`config.mk`:
```
export PLATFORM = sky130hd
export DESIGN_NAME = mul_share_ctrl_flat
export DESIGN_NICKNAME = d
export VERILOG_FILES = /design/src/rtl/mul_share_pkg.sv /design/src/rtl/mul_share_ctrl_if.sv /design/src/rtl/mul_share_ctrl_rr_arbiter.sv /design/src/rtl/mul_share_ctrl.sv /design/src/flat_wrapper.sv
export SDC_FILE = /design/constraint.sdc
export NUM_CORES = 1
export LEC_CHECK = 0
export CORE_ASPECT_RATIO = 0.75
export CORE_UTILIZATION = 52
export CTS_CLUSTER_SIZE = 10
export DETAILED_ROUTE_END_ITERATION = 10
export PLACE_DENSITY_LB_ADDON = 0.2
export SLEW_MARGIN = 30
export SYNTH_ARGS = -nofsm -noshare
export SYNTH_HDL_FRONTEND = slang
export SYNTH_SLANG_ARGS = --single-unit
```
`constraint.sdc`:
```
create_clock -name clk -period 4 [get_ports clk]
set_input_delay 0.8 -clock clk [delete_from_list [all_inputs] [get_ports clk]]
set_output_delay 0.8 -clock clk [all_outputs]
set_load 0.01 [all_outputs]
```
`src/rtl/mul_share_pkg.sv`:
```
// Shared types and defaults for the multiplier-sharing sequencer.
package mul_share_pkg;

  localparam int DEF_NREQ     = 4;
  localparam int DEF_MAX_ITER = 255;

  localparam logic OP_A = 1'b0;
  localparam logic OP_B = 1'b1;

  typedef enum logic [2:0] {
    IDLE = 3'd0,
    LDA  = 3'd1,
    LDB  = 3'd2,
    MUL  = 3'd3,
    DONE = 3'd4
  } state_t;

endpackage

```
`src/rtl/mul_share_ctrl_if.sv`:
```
// Requester handshake, operand-bus steering and datapath strobes of the shared multiplier.
interface mul_share_ctrl_if #(
  parameter int NREQ  = mul_share_pkg::DEF_NREQ,
  parameter int IDX_W = $clog2(NREQ)
);
  import mul_share_pkg::*;

  // Handshake: a requester raises req (level) and holds operands while its gnt
  // bit is high; ack pulses for one cycle when P holds the product, err pulses
  // with ack on a watchdog abort, and the requester drops req the next cycle.
  logic [NREQ-1:0]  req;
  logic [NREQ-1:0]  gnt;
  logic [NREQ-1:0]  ack;
  logic             err;
  logic             busy;
  logic [IDX_W-1:0] bus_sel;
  logic             bus_op;
  logic             eqz;
  logic             ldA;
  logic             ldB;
  logic             ldP;
  logic             clrP;
  logic             decQ;
  state_t           dbg_state;

  modport master (
    input  req, eqz,
    output gnt, ack, err, busy, bus_sel, bus_op,
    output ldA, ldB, ldP, clrP, decQ, dbg_state
  );

  modport slave (
    output req, eqz,
    input  gnt, ack, err, busy, bus_sel, bus_op,
    input  ldA, ldB, ldP, clrP, decQ, dbg_state
  );

endinterface

```
`src/rtl/mul_share_ctrl_rr_arbiter.sv`:
```
// Combinational round-robin pick: first asserted request scanning upward from ptr+1 with wrap.
module rr_arbiter #(
  parameter int NREQ  = 4,
  parameter int IDX_W = $clog2(NREQ)
) (
  input  logic [NREQ-1:0]  req,
  input  logic [IDX_W-1:0] ptr,
  output logic [NREQ-1:0]  win_oh,
  output logic [IDX_W-1:0] win_idx,
  output logic             win_vld
);

  logic [IDX_W-1:0] cand;

  always_comb begin
    win_oh  = '0;
    win_idx = '0;
    win_vld = 1'b0;
    cand    = '0;
    // The last candidate is ptr itself, so the previous winner ranks lowest.
    for (int i = 1; i <= NREQ; i++) begin
      cand = IDX_W'((int'(ptr) + i) % NREQ);
      if (!win_vld && req[cand]) begin
        win_vld = 1'b1;
        win_idx = cand;
      end
    end
    if (win_vld) win_oh[win_idx] = 1'b1;
  end

endmodule

```
`src/rtl/mul_share_ctrl.sv`:
```
// Sequencer that time-shares one repeated-addition multiplier among NREQ requesters,
// with round-robin arbitration and an iteration watchdog.
module mul_share_ctrl
  import mul_share_pkg::*;
#(
  parameter int NREQ     = DEF_NREQ,
  parameter int MAX_ITER = DEF_MAX_ITER,
  parameter int IDX_W    = $clog2(NREQ),
  parameter int IT_W     = $clog2(MAX_ITER + 1)
) (
  input  logic              clk,
  input  logic              rst_n,
  mul_share_ctrl_if.master  bus
);

  state_t           state_q, state_d;
  logic [IDX_W-1:0] ptr_q;
  logic [IDX_W-1:0] gidx_q;
  logic [NREQ-1:0]  gnt_q;
  logic [IT_W-1:0]  iter_q;
  logic             err_q;

  logic [NREQ-1:0]  win_oh;
  logic [IDX_W-1:0] win_idx;
  logic             win_vld;
  logic             iter_left;

  rr_arbiter #(.NREQ(NREQ), .IDX_W(IDX_W)) u_arb (
    .req     (bus.req),
    .ptr     (ptr_q),
    .win_oh  (win_oh),
    .win_idx (win_idx),
    .win_vld (win_vld)
  );

  assign iter_left     = (iter_q < IT_W'(MAX_ITER));
  assign bus.dbg_state = state_q;

  always_ff @(posedge clk or negedge rst_n) begin
    if (!rst_n) begin
      state_q <= IDLE;
      ptr_q   <= IDX_W'(NREQ - 1);
      gidx_q  <= '0;
      gnt_q   <= '0;
      iter_q  <= '0;
      err_q   <= 1'b0;
    end else begin
      state_q <= state_d;
      case (state_q)
        IDLE: begin
          if (win_vld) begin
            gidx_q <= win_idx;
            gnt_q  <= win_oh;
            ptr_q  <= win_idx;
          end
        end
        LDB:  iter_q <= '0;
        MUL: begin
          // eqz wins over the watchdog when both land in the same cycle.
          if (!bus.eqz) begin
            if (iter_left) iter_q <= iter_q + IT_W'(1);
            else           err_q  <= 1'b1;
          end
        end
        DONE:    err_q <= 1'b0;
        default: ;
      endcase
    end
  end

  always_comb begin
    state_d     = state_q;
    bus.gnt     = '0;
    bus.ack     = '0;
    bus.err     = 1'b0;
    bus.busy    = (state_q != IDLE);
    bus.bus_sel = '0;
    bus.bus_op  = OP_A;
    bus.ldA     = 1'b0;
    bus.ldB     = 1'b0;
    bus.ldP     = 1'b0;
    bus.clrP    = 1'b0;
    bus.decQ    = 1'b0;
    case (state_q)
      IDLE: begin
        if (win_vld) state_d = LDA;
      end
      LDA: begin
        bus.gnt     = gnt_q;
        bus.bus_sel = gidx_q;
        bus.bus_op  = OP_A;
        bus.ldA     = 1'b1;
        state_d     = LDB;
      end
      LDB: begin
        bus.gnt     = gnt_q;
        bus.bus_sel = gidx_q;
        bus.bus_op  = OP_B;
        bus.ldB     = 1'b1;
        bus.clrP    = 1'b1;
        state_d     = MUL;
      end
      MUL: begin
        bus.gnt     = gnt_q;
        bus.bus_sel = gidx_q;
        bus.bus_op  = OP_B;
        if (bus.eqz) begin
          state_d = DONE;
        end else if (iter_left) begin
          bus.ldP  = 1'b1;
          bus.decQ = 1'b1;
        end else begin
          state_d = DONE;
        end
      end
      DONE: begin
        bus.gnt     = gnt_q;
        bus.bus_sel = gidx_q;
        bus.bus_op  = OP_B;
        bus.ack     = gnt_q;
        bus.err     = err_q;
        state_d     = IDLE;
      end
      default: state_d = IDLE;
    endcase
  end

endmodule

```
`src/flat_wrapper.sv`:
```
// flat-port wrapper written by rule: the top's interface ports become plain ports
module mul_share_ctrl_flat import mul_share_pkg::*;
#(
  parameter int NREQ     = DEF_NREQ,
  parameter int MAX_ITER = DEF_MAX_ITER,
  parameter int IDX_W    = $clog2(NREQ),
  parameter int IT_W     = $clog2(MAX_ITER + 1)
)
  (clk, rst_n, bus_req, bus_eqz, bus_gnt, bus_ack, bus_err, bus_busy, bus_bus_sel, bus_bus_op, bus_ldA, bus_ldB, bus_ldP, bus_clrP, bus_decQ, bus_dbg_state);
  mul_share_ctrl_if #(.NREQ(NREQ), .IDX_W(IDX_W)) bus_i ();
  input  logic clk;
  input  logic rst_n;
  input wire logic [$bits(bus_i.req)-1:0] bus_req;
  input wire logic [$bits(bus_i.eqz)-1:0] bus_eqz;
  output wire logic [$bits(bus_i.gnt)-1:0] bus_gnt;
  output wire logic [$bits(bus_i.ack)-1:0] bus_ack;
  output wire logic [$bits(bus_i.err)-1:0] bus_err;
  output wire logic [$bits(bus_i.busy)-1:0] bus_busy;
  output wire logic [$bits(bus_i.bus_sel)-1:0] bus_bus_sel;
  output wire logic [$bits(bus_i.bus_op)-1:0] bus_bus_op;
  output wire logic [$bits(bus_i.ldA)-1:0] bus_ldA;
  output wire logic [$bits(bus_i.ldB)-1:0] bus_ldB;
  output wire logic [$bits(bus_i.ldP)-1:0] bus_ldP;
  output wire logic [$bits(bus_i.clrP)-1:0] bus_clrP;
  output wire logic [$bits(bus_i.decQ)-1:0] bus_decQ;
  output wire logic [$bits(bus_i.dbg_state)-1:0] bus_dbg_state;
  assign bus_i.req = bus_req;
  assign bus_i.eqz = bus_eqz;
  assign bus_gnt = bus_i.gnt;
  assign bus_ack = bus_i.ack;
  assign bus_err = bus_i.err;
  assign bus_busy = bus_i.busy;
  assign bus_bus_sel = bus_i.bus_sel;
  assign bus_bus_op = bus_i.bus_op;
  assign bus_ldA = bus_i.ldA;
  assign bus_ldB = bus_i.ldB;
  assign bus_ldP = bus_i.ldP;
  assign bus_clrP = bus_i.clrP;
  assign bus_decQ = bus_i.decQ;
  assign bus_dbg_state = bus_i.dbg_state;
  mul_share_ctrl #(.NREQ(NREQ), .MAX_ITER(MAX_ITER), .IDX_W(IDX_W), .IT_W(IT_W)) u_core (.clk(clk), .rst_n(rst_n), .bus(bus_i));
endmodule
```
==> results.json <==
{
  "layoutNonFillerInstCount": 171,
  "finalCoreUtilization_pct": 70.9,
  "placed_cells": 167,
  "outcome": "complete, no violations",
  "cap_violations": 0,
  "path_clk_slew_ns": 0.11,
  "crit_path_end_kind": "output pin",
  "drive_gt1_share_pct": 9.52,
  "cp_max_fo": 13,
  "m1WireLength_um": 1350,
  "die_h_um": 42.6,
  "tightest_slew_ns": 0.629,
  "finalMaxSlewViolations": 0,
  "highest_layer": "met4",
  "dieArea_mm2": 0.00239,
  "r2r_end": "u_core.iter_q[5]$_DFFE_PN0P_",
  "finish.net_count": 156,
  "power.density_mw_per_mm2": 684,
  "start_kind": "flop",
  "dpl_worst_slack_ns": 0.892,
  "antennaDiodeCount": 0,
  "async_flop_share_pct": 100,
  "netlist_top_cells_count": "dfrtp_1 (18), nand2_1 (14), a21oi_1 (9)",
  "vdd_ir_drop_max_v": 0.000631,
  "ys_dominant_reg_cell": "dfrtp_1",
  "synth_area_per_cell_um2": 9.36,
  "clock_latency_ns": 0.29,
  "io_buffers": 27,
  "wl_um": 2620,
  "synthDistinctLibCells": 41,
  "start_util_pct": 56.2,
  "synth_edf_count": 0,
  "ys_top_cells_by_area": "dfrtp_1 (39%), dfstp_2 (4.6%), nand2_1 (4.6%)",
  "yosysSeqAreaShare_pct": 44.0,
  "maxSlewHeadroom_pct": 58.0,
  "drc": 0,
  "setup_viol_count_final": 0,
  "cts_hold_buf": 0,
  "leakagePower_nw": 0.604,
  "arrival_ns": 2.37,
  "cts_resized": 0,
  "core-area_mm2": 0.00203,
  "worstPathRequired_ns": 3.20,
  "viasPerCell": 6.10,
  "max_freq_mhz": 316,
  "holdWs_ns": 0.431,
  "hp-class": "in2async",
  "n_fill_cell": 176,
  "grt_pass1_wl_um": 4440,
  "vias": 1043,
  "cts_buffers": 3,
  "grt_pass1_vias": 935,
  "htreeDepth": 1,
  "gp_congestion": 0.859,
  "met3_length_um": 112,
  "cts_tree": "built",
  "syn_inst": 122,
  "yosysMostFrequentCell": "dfrtp_1",
  "synth.top_cell.area_share_pct": 39.4,
  "path_cells": "and2b_4 > nor2b_1 > clkdlybuf4s50_1",
  "grt.overflow.total": 0,
  "root_buffer": "clkbuf_4",
  "num_rows": 14,
  "worstSetupPathType": "reg2out",
  "drt_iter0_drc": 30,
  "postRouteAntennaNets": 0,
  "worst_path_largest_cell_delay_ns": 0.67,
  "cts_sinks": 20,
  "dr.pass1.iters": 4,
  "reg2reg_depth": 5,
  "synth_seq_cells": 20,
  "hpwlAfterDp_um": 1980,
  "route.met2.wl_um": 1140,
  "fin_worst_skew_ns": 0.000715,
  "syn_nets": 130,
  "cts_setup_buffers": 0,
  "rsz0062_at_grt": "false",
  "setup_slack_ns": 0.831,
  "die_w_um": 56.1,
  "track_usage_pct": 24.3,
  "final-hold-violation-count": 0,
  "ios": 28,
  "r2r-start": "u_core.iter_q[0]$_DFFE_PN0P_",
  "yosys_warnings": 0,
  "synthToLayoutAreaGrowth_pct": 26.2,
  "ff2ff_setup_slack_ns": 2.17,
  "grt_max_degree": 21,
  "antenna_found_initial": 0,
  "layout_worst_path_cycle_share_pct": 79.2,
  "synth_top_area_cell": "dfrtp_1",
  "syn_area_mm2": 0.00114,
  "wl_per_cell_um": 15.3,
  "cts_max_path_buffers": 2,
  "crit_slowest_cell": "clkdlybuf4s50_1",
  "min_period_ns": 3.17,
  "setup_tns_ns": 0
}
==> worst max-delay path: cells and delay by family, from the launching register on <==
family        cells  cell delay [ns]
simple gates      2             0.87
buf+inv           1             0.67
flops             1             0.52
==> flip-flops by register name, indices dropped and copies added (netlist names) <==
signal / count
u_core.ptr_q: 2
u_core.err_q: 1
u_core.gnt_q: 4
u_core.bus.dbg_state: 3
u_core.gidx_q: 2
u_core.iter_q: 8
==> per-stage QoR <==
step,cell area [µm²],power [W]
CTS,1450,0.000993
floorplan,1140,0.000646
detailed placement,1410,0.000872
global placement,1410,0.000854
finish,1440,0.000986
global route,1440,0.00106
==> worst max-delay path by stage <==
| stage | depth (start not counted) | from | end |
|---|---|---|---|
| floorplan | 6 | u_core.iter_q[0]$_DFFE_PN0P_ | bus_ldP |
| global placement | 5 | bus_eqz | bus_decQ |
| detailed placement | 5 | bus_eqz | bus_decQ |
| CTS | 3 | u_core.bus.dbg_state[2]$_DFFE_PN0P_ | bus_clrP |
| global route | 3 | u_core.bus.dbg_state[2]$_DFFE_PN0P_ | bus_clrP |
| finish | 3 | u_core.bus.dbg_state[2]$_DFFE_PN0P_ | bus_clrP |
==> placed cells by master, fill, tap and decap left out, types with 2 or more instances in the layout <==
cell and count:
o31ai_1 4, nand2_1 14, clkbuf_4 3, nand2b_1 2, nand3_1 3, clkdlybuf4s50_1 26, nor2b_1 4, a22o_1 3
or3_1 5, dfrtp_1 18, o21a_1 2, dfstp_2 2, or4_1 4, and3_1 5, nor2_1 4, nand4_1 3
and2_1 6, o21ai_0 6, inv_1 2, a21oi_1 9
==> metal layers <==
layer | track usage [%] | up-vias
met5 | 0 | -
met4 | 4.39 | 0
met3 | 6.48 | 2
met2 | 37.1 | 30
met1 | 35.3 | 507
li1 | - | 504
==> cell type report <==
class / count / area [µm²] / share of cell area (%)
Multi-Input combinational cell: 94 / 599 / 41.6
Sequential cell: 20 / 503 / 34.9
Timing Repair Buffer: 27 / 265 / 18.4
Clock buffer: 4 / 36.3 / 2.52
Tap cell: 24 / 30.0 / 2.08
Inverter: 2 / 7.51 / 0.521
==> report_power, final <==
group / switching, W / total [W] / internal [W]
combinational: 0.000241 / 0.000517 / 0.000276
clock: 0.0000597 / 0.000115 / 0.0000555
sequential: 0.0000795 / 0.000354 / 0.000275
total: 0.000381 / 0.000986 / 0.000606
==> kinds of logic (layout without fill, tap and decap cells) <==
| logic type | count (synthesis) | count (layout) | synth area share [%] |
|---|---|---|---|
| buf+inv | 8 | 33 | 3.51 |
| flops | 20 | 20 | 44.0 |
| simple gates | 57 | 57 | 29.0 |
| mux | 1 | 1 | 0.876 |
| xor+xnor | 1 | 1 | 0.767 |
| compound gates | 34 | 34 | 20.7 |
| fa+ha+maj | 1 | 1 | 1.10 |
(Power assumes the default switching activity.)
